--- src/rtl/mem_dma_pkg.sv ---
`default_nettype none
// ============================================================================
// mem_dma_pkg : shared types and constants for the mem_dma copy/fill engine
// Rev 1.0 - initial release
// ============================================================================
package mem_dma_pkg;

  localparam int DEF_ADDR_W = 12;
  localparam int DEF_DATA_W = 16;
  localparam int MAX_LEN    = 1 << DEF_ADDR_W;

  typedef enum logic [2:0] {
    ST_IDLE = 3'd0,
    ST_RD   = 3'd1,
    ST_WR   = 3'd2,
    ST_VR   = 3'd3,
    ST_DONE = 3'd4
  } state_t;

endpackage
`default_nettype wire

--- src/rtl/mem_dma_addr_gen.sv ---
`default_nettype none
// ============================================================================
// mem_dma_addr_gen : base registers, word index and wrapped src/dst addresses
// Rev 1.0 - initial release
// ============================================================================
module mem_dma_addr_gen
  import mem_dma_pkg::*;
#(
  parameter int ADDR_W = DEF_ADDR_W
) (
  input  logic              clk,
  input  logic              rst_n,
  input  logic              load_i,
  input  logic              inc_i,
  input  logic [ADDR_W-1:0] src_i,
  input  logic [ADDR_W-1:0] dst_i,
  input  logic [ADDR_W:0]   len_i,
  output logic [ADDR_W-1:0] src_addr_o,
  output logic [ADDR_W-1:0] dst_addr_o,
  output logic              last_o
);

  logic [ADDR_W-1:0] src_q;
  logic [ADDR_W-1:0] dst_q;
  logic [ADDR_W-1:0] idx_q;
  logic [ADDR_W:0]   len_q;

  always_ff @(posedge clk) begin
    if (!rst_n) begin
      src_q <= '0;
      dst_q <= '0;
      idx_q <= '0;
      len_q <= '0;
    end else if (load_i) begin
      src_q <= src_i;
      dst_q <= dst_i;
      len_q <= len_i;
      idx_q <= '0;
    end else if (inc_i) begin
      idx_q <= idx_q + ADDR_W'(1);
    end
  end

  // Sums truncate to ADDR_W bits, giving the modulo-2^ADDR_W wrap for free.
  assign src_addr_o = src_q + idx_q;
  assign dst_addr_o = dst_q + idx_q;
  assign last_o     = (({1'b0, idx_q} + (ADDR_W+1)'(1)) == len_q);

endmodule
`default_nettype wire

--- src/rtl/mem_dma.sv ---
`default_nettype none
// ============================================================================
// mem_dma : block copy / block fill engine for the single-port unified memory
// Optional read-back verify stage enabled by defining MEM_DMA_VERIFY_EN.
// Rev 1.0 - initial release
// ============================================================================
module mem_dma
  import mem_dma_pkg::*;
#(
  parameter int ADDR_W = DEF_ADDR_W,
  parameter int DATA_W = DEF_DATA_W
) (
  input  logic              clk,
  input  logic              rst_n,
  input  logic              start,
  input  logic              fill_mode,
  input  logic [ADDR_W-1:0] src_addr,
  input  logic [ADDR_W-1:0] dst_addr,
  input  logic [ADDR_W:0]   len,
  input  logic [DATA_W-1:0] fill_value,
  output logic              busy,
  output logic              done,
  output logic              mismatch,
  output logic              mem_we,
  output logic [ADDR_W-1:0] mem_addr,
  output logic [DATA_W-1:0] mem_wdata,
  input  logic [DATA_W-1:0] mem_rdata
);

  localparam logic [ADDR_W:0] c_MAX_LEN = {1'b1, {ADDR_W{1'b0}}};

  state_t            state_q;
  logic              busy_q;
  logic              done_q;
  logic              fill_q;
  logic [DATA_W-1:0] fval_q;
  logic [DATA_W-1:0] data_q;

  logic [ADDR_W:0]   w_len_sat;
  logic              w_accept;
  logic              w_inc;
  logic              w_last;
  logic              w_we;
  logic [ADDR_W-1:0] w_src;
  logic [ADDR_W-1:0] w_dst;
  logic [DATA_W-1:0] w_word;

  assign w_len_sat = (len > c_MAX_LEN) ? c_MAX_LEN : len;
  assign w_accept  = (state_q == ST_IDLE) && start;
  assign w_word    = fill_q ? fval_q : data_q;

`ifdef MEM_DMA_VERIFY_EN
  logic mis_q;
  assign w_inc    = (state_q == ST_VR);
  assign mismatch = mis_q;
`else
  assign w_inc    = (state_q == ST_WR);
  assign mismatch = 1'b0;
`endif

  mem_dma_addr_gen #(
    .ADDR_W(ADDR_W)
  ) u_addr_gen (
    .clk       (clk),
    .rst_n     (rst_n),
    .load_i    (w_accept),
    .inc_i     (w_inc),
    .src_i     (src_addr),
    .dst_i     (dst_addr),
    .len_i     (w_len_sat),
    .src_addr_o(w_src),
    .dst_addr_o(w_dst),
    .last_o    (w_last)
  );

  always_ff @(posedge clk) begin
    if (!rst_n) begin
      state_q <= ST_IDLE;
      busy_q  <= 1'b0;
      done_q  <= 1'b0;
      fill_q  <= 1'b0;
      fval_q  <= '0;
      data_q  <= '0;
`ifdef MEM_DMA_VERIFY_EN
      mis_q   <= 1'b0;
`endif
    end else begin
      done_q <= 1'b0;
      case (state_q)
        ST_IDLE: begin
          if (start) begin
            fill_q <= fill_mode;
            fval_q <= fill_value;
`ifdef MEM_DMA_VERIFY_EN
            mis_q  <= 1'b0;
`endif
            if (w_len_sat == '0) begin
              state_q <= ST_DONE;
              done_q  <= 1'b1;
            end else begin
              state_q <= fill_mode ? ST_WR : ST_RD;
              busy_q  <= 1'b1;
            end
          end
        end
        ST_RD: begin
          data_q  <= mem_rdata;
          state_q <= ST_WR;
        end
`ifdef MEM_DMA_VERIFY_EN
        ST_WR: state_q <= ST_VR;
        ST_VR: begin
          if (mem_rdata != w_word) mis_q <= 1'b1;
          if (w_last) begin
            state_q <= ST_DONE;
            busy_q  <= 1'b0;
            done_q  <= 1'b1;
          end else begin
            state_q <= fill_q ? ST_WR : ST_RD;
          end
        end
`else
        ST_WR: begin
          if (w_last) begin
            state_q <= ST_DONE;
            busy_q  <= 1'b0;
            done_q  <= 1'b1;
          end else begin
            state_q <= fill_q ? ST_WR : ST_RD;
          end
        end
`endif
        ST_DONE: state_q <= ST_IDLE;
        default: begin
          state_q <= ST_IDLE;
          busy_q  <= 1'b0;
        end
      endcase
    end
  end

  always_comb begin
    mem_addr  = '0;
    mem_wdata = '0;
    w_we      = 1'b0;
    case (state_q)
      ST_RD: mem_addr = w_src;
      ST_WR: begin
        mem_addr  = w_dst;
        mem_wdata = w_word;
        w_we      = 1'b1;
      end
      ST_VR:   mem_addr = w_dst;
      default: ;
    endcase
  end

  // Reset must block a write in the very cycle it is asserted, not one edge later.
  assign mem_we = w_we & rst_n;
  assign busy   = busy_q;
  assign done   = done_q;

endmodule
`default_nettype wire

--- config.mk ---
export PLATFORM = sky130hd
export DESIGN_NAME = mem_dma
export DESIGN_NICKNAME = d
export VERILOG_FILES = /design/src/rtl/mem_dma_pkg.sv /design/src/rtl/mem_dma_addr_gen.sv /design/src/rtl/mem_dma.sv
export SDC_FILE = /design/constraint.sdc
export NUM_CORES = 1
export LEC_CHECK = 0
export BUFFER_PORTS_ARGS = -buffer_cell sky130_fd_sc_hd__buf_2
export CORE_MARGIN = 5
export CORE_UTILIZATION = 50
export DETAILED_ROUTE_END_ITERATION = 8
export PLACE_DENSITY = 0.73
export SETUP_SLACK_MARGIN = 0.1
export SYNTH_ARGS = -nofsm -noshare
export SYNTH_HDL_FRONTEND = slang
export SYNTH_HIERARCHICAL = 1
export SYNTH_SLANG_ARGS = --single-unit
--- constraint.sdc ---
create_clock -name clk -period 3.36 [get_ports clk]
set_input_delay 0.336 -clock clk [delete_from_list [all_inputs] [get_ports clk]]
set_output_delay 0.336 -clock clk [all_outputs]
set_load 0.02 [all_outputs]
; ---- Word level (Yosys, flattened, before mapping)
; Index checks and enable logic that the tools add are counted.
[totals]
elab_cells = 53
reg_bits = 87
out_inout_bits = 32
inputBits = 73
[op_classes]
magnitude_cmp = 1
n_eq_ne = 8
muxes = 19
n_bitwise = 3
reduce_logical = 8
add_sub_neg = 4
[ops]
columns = cell, count
row1 = 16-bit two-way mux, 2
row2 = 12-bit adder, 2
row3 = 12-bit one-hot mux with 2 select lines, 1
row4 = 12-bit by 1-bit adder with 13-bit output (second input constant), 1
row5 = 13-bit == test, 1
row6 = 13-bit greater-than comparator (second input constant), 1
row7 = 13-bit logical NOT, 1
row8 = 13-bit two-way mux, 1
row9 = 12-bit by 1-bit adder with 12-bit output (second input constant), 1
row10 = 3-bit two-way mux, 3
row11 = 3-bit one-hot mux with 3 select lines, 1
row12 = 1-bit two-way mux, 7
row13 = 3-bit by 2-bit == test with 1-bit output (second input constant), 2
row14 = 2-bit != test (second input constant), 3
row15 = 2-bit OR reduction, 3
row16 = 2-bit two-way mux, 2
row17 = 4-bit AND reduction, 1
row18 = 3-bit by 1-bit == test with 1-bit output (second input constant), 1
row19 = 3-bit == test (second input constant), 1
row20 = 3-bit logical NOT, 1
row21 = 1-bit one-hot mux with 3 select lines, 1
row22 = 1-bit NOT, 2
row23 = 1-bit one-hot mux with 2 select lines, 1
row24 = 2-bit AND reduction, 1
row25 = 2 further kinds, 2

; ---- Longest topological paths before layout
; Gate-level depths: netlist (run 1).
[depth]
depth_word = 6
ltp_mapped = 11

; ---- Cells and area by module
; Netlist (run 1), hierarchy kept.
[by_module_without_submodules]
columns = mod, n_inst, cells_per_inst, seq_area_each_um2, area_each_um2
row1 = mem_dma_addr_gen, 1, 360, 980.9, 3310.7
row2 = mem_dma, 1, 258, 760.7, 2025.7

; ---- Worst setup path after synthesis (run 1)
; OpenSTA, ideal clock, no wires.
[synth_path]
kind = register to register
from = register u_addr_gen.idx_q[1]
to = register state_q[0]
setup_slack_ns = 0.873
setup_time_ns = 0.075
arrival_time_ns = 2.413
n_path_buf = 2
period_less_slack_ns = 2.487
path_stages_with_launch = 12
cell_sequence = dfxtp_1 ha_1 buf_2 and2_4 buf_6 nand2_1 nor4b_1 a211oi_2 nor4_2 or3b_2 or3_1 o22ai_1
[synth_between]
elab_chain_cells = 4
[synth_lines]
columns = element, line
row1 = "start, declared", mem_dma_addr_gen.sv:25  ; logic [ADDR_W-1:0] idx_q;
row2 = "start signal, assigned", mem_dma_addr_gen.sv:40  ; idx_q <= idx_q + ADDR_W'(1);
row3 = 12-bit by 1-bit adder with 13-bit output, mem_dma_addr_gen.sv:47  ; assign last_o = (({1'b0, idx_q} + (ADDR_W+1)'(1)) == len_q);
row4 = 13-bit == test, mem_dma_addr_gen.sv:47
row5 = named net w_last, mem_dma.sv:42  ; logic w_last;
row6 = 3-bit two-way mux, mem_dma.sv:124  ; if (w_last) begin
row7 = 3-bit one-hot mux with 3 select lines, mem_dma.sv:89  ; case (state_q)
row8 = "end signal, assigned", mem_dma.sv:101  ; state_q <= fill_mode ? ST_WR : ST_RD;
row9 = "end signal, assigned", mem_dma.sv:129  ; state_q <= fill_q ? ST_WR : ST_RD;
row10 = "end, declared", mem_dma.sv:32  ; state_t state_q;
; The timed path passes the listed nets, and every way through them passes these cells.
; A chain may end at the register's enable or synchronous reset.

; ---- Worst setup path after layout (run 1)
[layout_path]
from = register u_addr_gen.idx_q[0]
to = output port mem_addr[10]
[layout_between]
elab_chain_cells = 2
elab_cells_between_ends = 3
classes_between = add/sub: 2 / mux: 1
[layout_lines]
columns = element, line
row1 = 12-bit adder, mem_dma_addr_gen.sv:46  ; assign dst_addr_o = dst_q + idx_q;
row2 = named net w_dst[10], mem_dma.sv:45  ; logic [ADDR_W-1:0] w_dst;
row3 = 12-bit one-hot mux with 2 select lines, mem_dma.sv:146  ; case (state_q)
row4 = "end, declared", mem_dma.sv:25  ; output logic [ADDR_W-1:0] mem_addr,
; The timed path passes the listed nets, and every way through them passes these cells.

==> reports/metrics.yaml, run 1 <==
rsz0062_at_grt: "false"
track_usage_pct: 20.1
start_util_pct: 51.5
h-tree-depth: 3
num_rows: 37
rr_endpoint: "busy"
most-common-layout-cells: "103 x buf_2, 84 x dfxtp_1, 83 x nand2_1"
timing.rr.start: "u_addr_gen/idx_q[6]"
clk_pin_slew_ps: 90
area_delta_synth_final_pct: 13.9
power_density_nw_per_um2: 430
syn-instance-count: 618
outcome: "finished, final reports clean"
die_w_um: 113
seqPwrFrac_pct: 45.8
grt_max_degree: 45
postRouteAntennaNets: 0
wl_um: 13000
utilization_pct: 58.6
pwr-share-clk_pct: 31.9
post-cts-setup-buffers: 0
place_hpwl_um: 9640
synth.avg_cell_area_um2: 8.63
cp_max_fo: 7
endpoint_kind: "output port"
boundaryPins: 105
p_int_w: 0.00180
gp_congestion: 0.878
die_area_um2: 12800
clockBufferDepth: 2
drc: 0
endpoint: "mem_addr[10]"
io_buffers: 103
insertion_delay_ps: 360
power.total_w: 0.00261
dr.first_iter.drc_count: 302
start_kind: "flop"
grt_overflow: 0
drtPass1Iterations: 4
route.vias.total: 4556
cts_root_buf: "clkbuf_8"
cts_sinks: 87
mostFrequentLayoutCell: "buf_2"
antenna_cells: 0
r2r_cells: 8
finalSetupTns_ps: 0
p_comb_share_pct: 22.3
switchingPower_w: 0.000817
post-route-min-period_ps: 3100
max_slew_margin_pct: 26.2
grt_pass1_wl_um: 21500
sw_frac_of_total_pct: 31.2
wl_per_cell_um: 15.5
grt_pass1_vias: 4506
ys_ff_latch: 87
fin_worst_skew_ps: 16.3
avgViaCountPerCell: 5.42
arrival_ps: 2770
coreArea_um2: 10400
cts_buffers: 9
required_ps: 3020
synthFlopType: "dfxtp_1"
synth.distinct_cells: 67
synthArstFlopShare_pct: 0
ir_drop_uv: 276
path_class: "reg2out"
leakage_nw: 2.62
drv_slew: 0
layout-drive-gt1-share_pct: 22.2
fmax_mhz: 322
setup_viol: 0
antenna_found_initial: 0
hold_class: "in2reg"
maxCapViolCount: 0
die_h_um: 113
seq_area_frac_synth_pct: 32.6
cts_tree: "yes"
netlist_area_um2: 5340
fin_nets: 797
ys_warn_count: 6
syn_nets: 716
synth_edf_count: 0
worstMarginPinSlew_ps: 1100
timing.final.hold_violations: 0
regToRegSetupSlack_ps: 530
min_period_over_period_pct: 92.4
critPathLaunch: "u_addr_gen/idx_q[0]"
-- synthesized netlist by cell type (5+ instances only) --
library cell  instances  area (um^2)
xnor2_1              25          219
ha_1                 23          288
or3_1                 7         43.8
o21ai_1               5         25.0
nand3_1               9         45.0
xor2_1               23          201
mux2i_1              54          541
nor2_1               40          150
clkbuf_1             16         60.1
nand4_1               6         37.5
buf_6                 6         67.6
o21ai_0              11         55.1
dfxtp_1              87         1740
nand2_1              83          312
inv_1                13         48.8
a21oi_1              51          255
a22o_1               12          105
buf_2                13         65.1
nor2b_1              54          338
a21o_1                6         45.0
-- registers in the layout, summed over array words and instances (netlist names) --
name	count
busy	1
data_q	16
done	1
fill_q	1
fval_q	16
state_q	3
u_addr_gen/dst_q	12
u_addr_gen/idx_q	12
u_addr_gen/len_q	13
u_addr_gen/src_q	12
-- through the flow --
step                setup slack, ps  instance area, um^2  hold WS [ps]  instances
global route                    161                 6080           205        840
finish                          256                 6080           207        840
floorplan                       873                 5340           436        618
global placement                696                 5810           441        824
detailed placement              564                 5810           448        824
CTS                             157                 6040           198        840
-- how the worst min path moves through the flow --
| stage | from | to | slack [ps] | cells past startpoint |
|---|---|---|---|---|
| floorplan | data_q[0] | data_q[0] | 440 | 2 |
| global placement | fval_q[6] | fval_q[6] | 440 | 2 |
| detailed placement | data_q[5] | data_q[5] | 450 | 2 |
| CTS | fill_value[5] | fval_q[5] | 200 | 3 |
| global route | mem_rdata[1] | data_q[1] | 210 | 3 |
| finish | mem_rdata[9] | data_q[9] | 210 | 3 |
-- power groups by stage --
stage | Sequential, W | Combinational (W) | Clock, W
final | 0.00120 | 0.000584 | 0.000834
after global routing | 0.00121 | 0.000647 | 0.000889
after CTS | 0.00120 | 0.000587 | 0.000852
after detailed placement | 0.00122 | 0.000583 | 0
after global placement | 0.00121 | 0.000561 | 0
after floorplan | 0.00118 | 0.000473 | 0
-- cell families after synthesis --
logic type	share of synthesized area (%)
buf+inv	6.03
fa+ha+maj	6.14
flops	32.6
xor+xnor	7.88
other cells	0.0703
simple gates	22.7
compound gates	14.2
mux	10.3
-- routing by layer --
layer | wire (um) | vias to the layer above | track usage [%] | part of all wire [%]
met1 | 5640 | 2112 | 25.2 | 43
met4 | 236 | 0 | 6.25 | 1.8
li1 | - | 2286 | - | -
met5 | 0 | - | 0 | 0
met2 | 6370 | 139 | 35.5 | 49
met3 | 794 | 19 | 3.05 | 6.1
-- area by class of cell --
class	instances	area (um^2)
Clock inverter	7	103
Multi-Input combinational cell	477	3310
Tap cell	136	170
Fill cell	950	4290
Clock buffer	9	124
Sequential cell	87	1750
Inverter	15	63.8
Timing Repair Buffer	109	561
-- worst max-delay path, stage by stage (launching register included) --
cell,delay (ps)
dfxtp_2,380
ha_1,230
fa_1,410
a21o_1,170
a21oi_1,220
o21ai_1,160
o21ai_0,180
o21ai_0,120
xor2_1,160
a22o_1,220
buf_2,160
-- timing repair --
| item | in CTS | in global routing |
|---|---|---|
| setup endpoints to repair | 0 | 4 |
| hold buffers | 0 | 0 |
| gates resized for setup | 0 | 7 |
No activity file was read; power rests on OpenSTA's default activity.
==> inputs of run 2 (changes only) <==
SETUP_SLACK_MARGIN = 0.4   (was 0.1)
==> run 2 against run 1 <==
Against the previous run: sequential power about the same; power is 0.52% higher; combinational power up 2%; first-iteration DRC count fell by 7.3%; die area unchanged; flip-flop and latch count unchanged; clock power is essentially flat; clock-buffer cell count did not move; wire length grew 2.5%; largest power group unchanged.
==> reports/metrics.yaml, run 2 (synthesized netlist as in run 1, its figures left out) <==
outcome: "finished, final reports clean"
dr.first_iter.drc_count: 280  # -7.3%
maxCapViolCount: 0  # unchanged
arrival_ps: 2570  # -200 ps
num_rows: 37  # unchanged
ir_drop_uv: 275  # -0.38%
critPathSlowestCell: "fa_2"
endpoint: "mem_addr[8]"
coreArea_um2: 10400  # unchanged
worstMarginPinSlew_ps: 1130  # +22.5 ps
route.vias.total: 4623  # +1.5%
avgViaCountPerCell: 5.44  # +0.28%
cts_buffers: 9  # unchanged
io_buffers: 103  # unchanged
hold_class: "in2reg"
power_density_nw_per_um2: 423  # -1.7%
fill_cells: 929  # -2.2%
antenna_cells: 0  # unchanged
fin_nets: 807  # +1.3%
wl_per_cell_um: 15.7  # +1.3%
multi_input_area_um2: 3360  # +1.4%
cts_tree: "yes"
die_h_um: 113  # unchanged
mostFrequentLayoutCell: "buf_2"
reg_top3: "data_q: 16 flops, fval_q: 16 flops, u_addr_gen/len_q: 13 flops"
drv_slew: 0  # unchanged
fin_ws_ps: 457  # +201 ps
min_period_over_period_pct: 86.4  # -6.0 points
clk_pin_slew_ps: 100  # about the same
max_slew_margin_pct: 24.7  # -1.5 points
boundaryPins: 105  # unchanged
postRouteAntennaNets: 0  # unchanged
die_w_um: 113  # unchanged
rr_endpoint: "busy"
critPathLaunch: "u_addr_gen/idx_q[0]"
grt_pass1_vias: 4575  # +1.5%
rsz0062_at_grt: "true"
cts_root_buf: "clkbuf_8"
leakage_nw: 2.68  # +2.6%
area_delta_synth_final_pct: 16.4
antenna_found_initial: 0  # unchanged
timing.final.hold_violations: 0  # unchanged
timing.rr.start: "u_addr_gen/idx_q[6]"
start_util_pct: 51.5  # unchanged
place_ws_ps: 564  # unchanged
die_area_um2: 12800  # unchanged
insertion_delay_ps: 360  # about the same
grt_overflow: 0  # unchanged
drc: 0  # unchanged
path_cells: "ha_2, fa_2, a21o_1, a21oi_2, o21ai_2, o41ai_2, xnor2_1, a22o_1, buf_2"
h-tree-depth: 3  # unchanged
post-route-min-period_ps: 2900  # -201 ps
setup_viol: 0  # unchanged
grt_max_degree: 45  # unchanged
cp_num_cells: 9  # -1
fin_worst_skew_ps: 17.5  # +1.14 ps
cts_sinks: 87  # unchanged
grt_pass1_wl_um: 21800  # +1.4%
place_hpwl_um: 9640  # unchanged
drtPass1Iterations: 5  # +1
wl_um: 13400  # +2.5%
required_ps: 3020  # about the same
cp_num_buf_inv: 1  # unchanged
clockBufferDepth: 2  # unchanged
track_usage_pct: 20.4  # +0.29 points
r2r_cells: 8  # unchanged
finalSetupTns_ps: 0  # unchanged
seq_area_um2: 1760  # +0.65%
endpoint_kind: "output port"
most-common-layout-cells: "102 x buf_2, 83 x nand2_1, 81 x dfxtp_1"
crit_family: "compound AO/OA/AOI/OAI gates"
regToRegSetupSlack_ps: 520  # about the same
start_kind: "flop"
cp_max_fo: 4  # -3
fmax_mhz: 345  # +6.9%
path_class: "reg2out"
gp_congestion: 0.878  # unchanged
slowest_delay_ps: 370  # -40 ps
layout-drive-gt1-share_pct: 25.4  # +3.2 points
[run 2: final cells by class]
cell class	instances	share of cell area, %
multi-input cells	477	54.0
repair buffers	119	10.3
clock buffers	9	1.99
inverters	15	1.03
flip-flops and latches	87	28.3
clock inverters	7	1.65
well taps	136	2.74
[run 2: per-stage QoR]
step                hold slack (ps)  util [%]  area [um^2]  power [W]  instances
global placement                441      56.0         5810    0.00177        824
detailed placement              448      56.0         5810    0.00180        824
CTS                             198      58.9         6110    0.00264        841
floorplan                       436         -         5340    0.00166        618
global route                    205      59.9         6210    0.00275        850
finish                          202      59.9         6210    0.00263        850
[run 2: power breakdown]
group | total, W | switching [W] | internal [W]
clock network | 0.000837 | 0.000410 | 0.000427
registers | 0.00119 | 0.0000798 | 0.00111
logic | 0.000597 | 0.000336 | 0.000261
total | 0.00263 | 0.000826 | 0.00180
[run 2: repair_timing]
item / CTS / global route
pin swaps: 1 / 11
buffers inserted: 1 / 9
resized for setup: 14 / 14
hold buffers: 0 / 0
setup endpoints to repair: 5 / 5
[run 2: worst register-to-register path, cell delays in order (launching register included)]
cell and delay, ps:
dfxtp_1 580, and3_2 310, nand4_1 250, o311ai_2 370, o211ai_2 150, nor4_2 510
or3b_2 220, o221ai_1 110, a211oi_1 270
[run 2: worst min-delay path by stage]
stage	from	to	depth (start not counted)
after detailed placement	data_q[5]	data_q[5]	2
final	mem_rdata[9]	data_q[9]	3
after CTS	fill_value[5]	fval_q[5]	3
after floorplan	data_q[0]	data_q[0]	2
after global placement	fval_q[6]	fval_q[6]	2
after global routing	mem_rdata[1]	data_q[1]	3
[run 2: layer usage]
| metal | wire length [um] | global-route usage (%) | part of all wire, % | vias up |
|---|---|---|---|---|
| met2 | 6590 | 36.3 | 49 | 140 |
| li1 | - | - | - | 2311 |
| met1 | 5690 | 25.3 | 43 | 2147 |
| met3 | 821 | 3.10 | 6.1 | 25 |
| met5 | 0 | 0 | 0 | - |
| met4 | 271 | 6.41 | 2.0 | 0 |
==> inputs of run 3 (changes only) <==
CELL_PAD_IN_SITES_DETAIL_PLACEMENT = 1   (was not set)
CELL_PAD_IN_SITES_GLOBAL_PLACEMENT = 1   (was not set)
CORE_UTILIZATION = 42   (was 50)
PLACE_DENSITY = not set   (was 0.73)
PLACE_DENSITY_LB_ADDON = 0.1   (was not set)
==> run 3 against run 2 <==
Against the previous run: power grew 6.7%; combinational power grew 2%; final area grew 0.93%; clock skew shrank 12 ps; critical endpoint is now mem_addr[10]; largest power group unchanged; highest routed layer unchanged.
==> reports/metrics.yaml, run 3 (synthesized netlist as in run 1, its figures left out) <==
layout-drive-gt1-share_pct: 24.3  # -1.0 points
arrival_ps: 2530  # -40 ps
antenna_cells: 0  # unchanged
crit_family: "compound AO/OA/AOI/OAI gates"
finalSetupTns_ps: 0  # unchanged
sw_frac_of_total_pct: 29.6  # -1.9 points
gp_congestion: 0.829  # -5.5%
p_comb_share_pct: 21.8  # -0.9 points
top_usage_layer: "met2"
wl_per_cell_um: 16.3  # +3.5%
outcome: "finished, final reports clean"
boundaryPins: 105  # unchanged
clk_pin_slew_ps: 60  # -40 ps
leakage_nw: 2.67  # -0.43%
grt_pass1_wl_um: 22900  # +5.4%
wl_um: 14300  # +7.0%
postCtsHoldBufs: 0  # unchanged
fin_nets: 800  # -0.87%
antenna_found_initial: 0  # unchanged
met3_usage_pct: 2.76  # -0.34 points
place_hpwl_um: 10900  # +13%
avgViaCountPerCell: 5.22  # -4.0%
path_cells: "ha_2, fa_2, a21o_1, a21oi_2, o21ai_2, o21ai_1, o21ai_0, xor2_1, a22o_1, buf_2"
switchingPower_w: 0.000829  # +0.36%
path_class: "reg2out"
cts_sinks: 87  # unchanged
die_area_um2: 15100  # +17%
fin_worst_skew_ps: 5.87  # -11.6 ps
mostFrequentLayoutCell: "buf_2"
clockBufferDepth: 2  # unchanged
grt_use_met2_pct: 34.7  # -1.5 points
drv_slew: 0  # unchanged
io_buffers: 103  # unchanged
start_kind: "flop"
ir_drop_uv: 229  # -17%
use_met1_pct: 22.3  # -3.0 points
grt_overflow: 0  # unchanged
rsz0062_at_grt: "true"
h-tree-depth: 3  # unchanged
route.vias.total: 4591  # -0.69%
postRouteAntennaNets: 0  # unchanged
setup_viol: 0  # unchanged
num_rows: 41  # +11%
post-route-min-period_ps: 2870  # -31.9 ps
coreArea_um2: 12500  # +21%
max_slew_margin_pct: 56.1  # +31 points
cts_root_buf: "clkbuf_16"
pwr-share-clk_pct: 35.8  # +4.0 points
endpoint_kind: "output port"
p_int_w: 0.00197  # +9.6%
grt_pass1_vias: 4749  # +3.8%
dr.first_iter.drc_count: 144  # -49%
die_h_um: 123  # +8.3%
most-common-layout-cells: "102 x buf_2, 83 x nand2_1, 81 x dfxtp_1"
insertion_delay_ps: 340  # -20 ps
timing.final.hold_violations: 0  # unchanged
start_util_pct: 42.6  # -8.8 points
seqPwrFrac_pct: 42.4  # -3.0 points
drtPass1Iterations: 4  # -1
drc: 0  # unchanged
regToRegSetupSlack_ps: 580  # +60 ps
track_usage_pct: 19.0  # -1.4 points
maxCapViolCount: 0  # unchanged
cp_max_fo: 7  # +3
area_delta_synth_final_pct: 17.5
critPathSlowestCell: "dfxtp_2"
min_period_over_period_pct: 85.4  # -0.95 points
cts_tree: "yes"
power.total_w: 0.00280  # +6.7%
power_density_nw_per_um2: 447  # +5.7%
fmax_mhz: 348  # +1.1%
die_w_um: 123  # +8.3%
fill_cells: 1549  # +67%
worstMarginPinSlew_ps: 658  # -469 ps
grt_max_degree: 42  # -6.7%
hold_class: "in2reg"
reg_top3: "data_q: 16 flops, fval_q: 16 flops, u_addr_gen/len_q: 13 flops"
cp_num_buf_inv: 1  # unchanged
slowest_delay_ps: 370  # about the same
cts_buffers: 9  # unchanged
required_ps: 3020  # about the same
## run 3: changes by cell type in the layout (fill, tap and decap cells not counted), sizes merged
cell | before | now
inv | 16 | 14
bufinv | 2 | 1
buf | 119 | 112
clkinv | 3 | 2
clkbuf | 9 | 13
## run 3: path summary, 6_finish.rpt
path | from | end | depth (start not counted)
hold reg to reg | data_q[5] | data_q[5] | 2
setup reg to reg | u_addr_gen/idx_q[5] | state_q[0] | 9
hold / removal | mem_rdata[4] | data_q[4] | 3
setup / recovery | u_addr_gen/idx_q[0] | mem_addr[10] | 10
## run 3: tightest hold or removal path: cells and delay by family
family	cells	cell delay [ps]
buffers and inverters	1	90
AOI/OAI and AO/OA	1	50
and+or+nand+nor	1	40
## run 3: repair_timing
| action | 4_1_cts | 5_1_grt |
|---|---|---|
| resized for setup | 14 | 14 |
| setup buffers | 0 | 1 |
| pin swaps | 2 | 9 |
| endpoints found under the setup margin | 5 | 4 |
## run 3: layer usage
layer | vias to the layer above | share of wire [%] | wire (um)
met3 | 18 | 3.4 | 493
met5 | - | 0 | 0
met4 | 0 | 2.0 | 281
li1 | 2292 | - | -
met2 | 82 | 51 | 7300
met1 | 2199 | 44 | 6230
## run 3: area by class of cell
cell class	count	area [um^2]	area share, %
Multi-Input combinational cell	477	3360	53.6
Inverter	15	63.8	1.02
Clock buffer	13	250	3.99
Tap cell	172	215	3.43
Sequential cell	87	1750	28.0
Timing Repair Buffer	112	586	9.34
Clock inverter	3	42.5	0.679
## run 3: power groups by stage
stage,logic (W),clock network (W),registers [W]
2_1_floorplan,0.000473,0,0.00118
3_3_place_gp,0.000592,0,0.00121
3_5_place_dp,0.000611,0,0.00121
4_1_cts,0.000616,0.00103,0.00119
5_1_grt,0.000673,0.00107,0.00120
6_report,0.000611,0.00100,0.00119
## run 3: metrics by stage
step           std cells  utilization, %  hold slack (ps)  setup slack [ps]  area (um^2)
2_1_floorplan        618               -              436               873         5340
3_3_place_gp         862            46.9              443               627         5870
3_5_place_dp         862            46.9              449               579         5870
4_1_cts              878            49.7              219               396         6220
5_1_grt              879            50.1              232               367         6270
6_report             879            50.1              230               489         6270
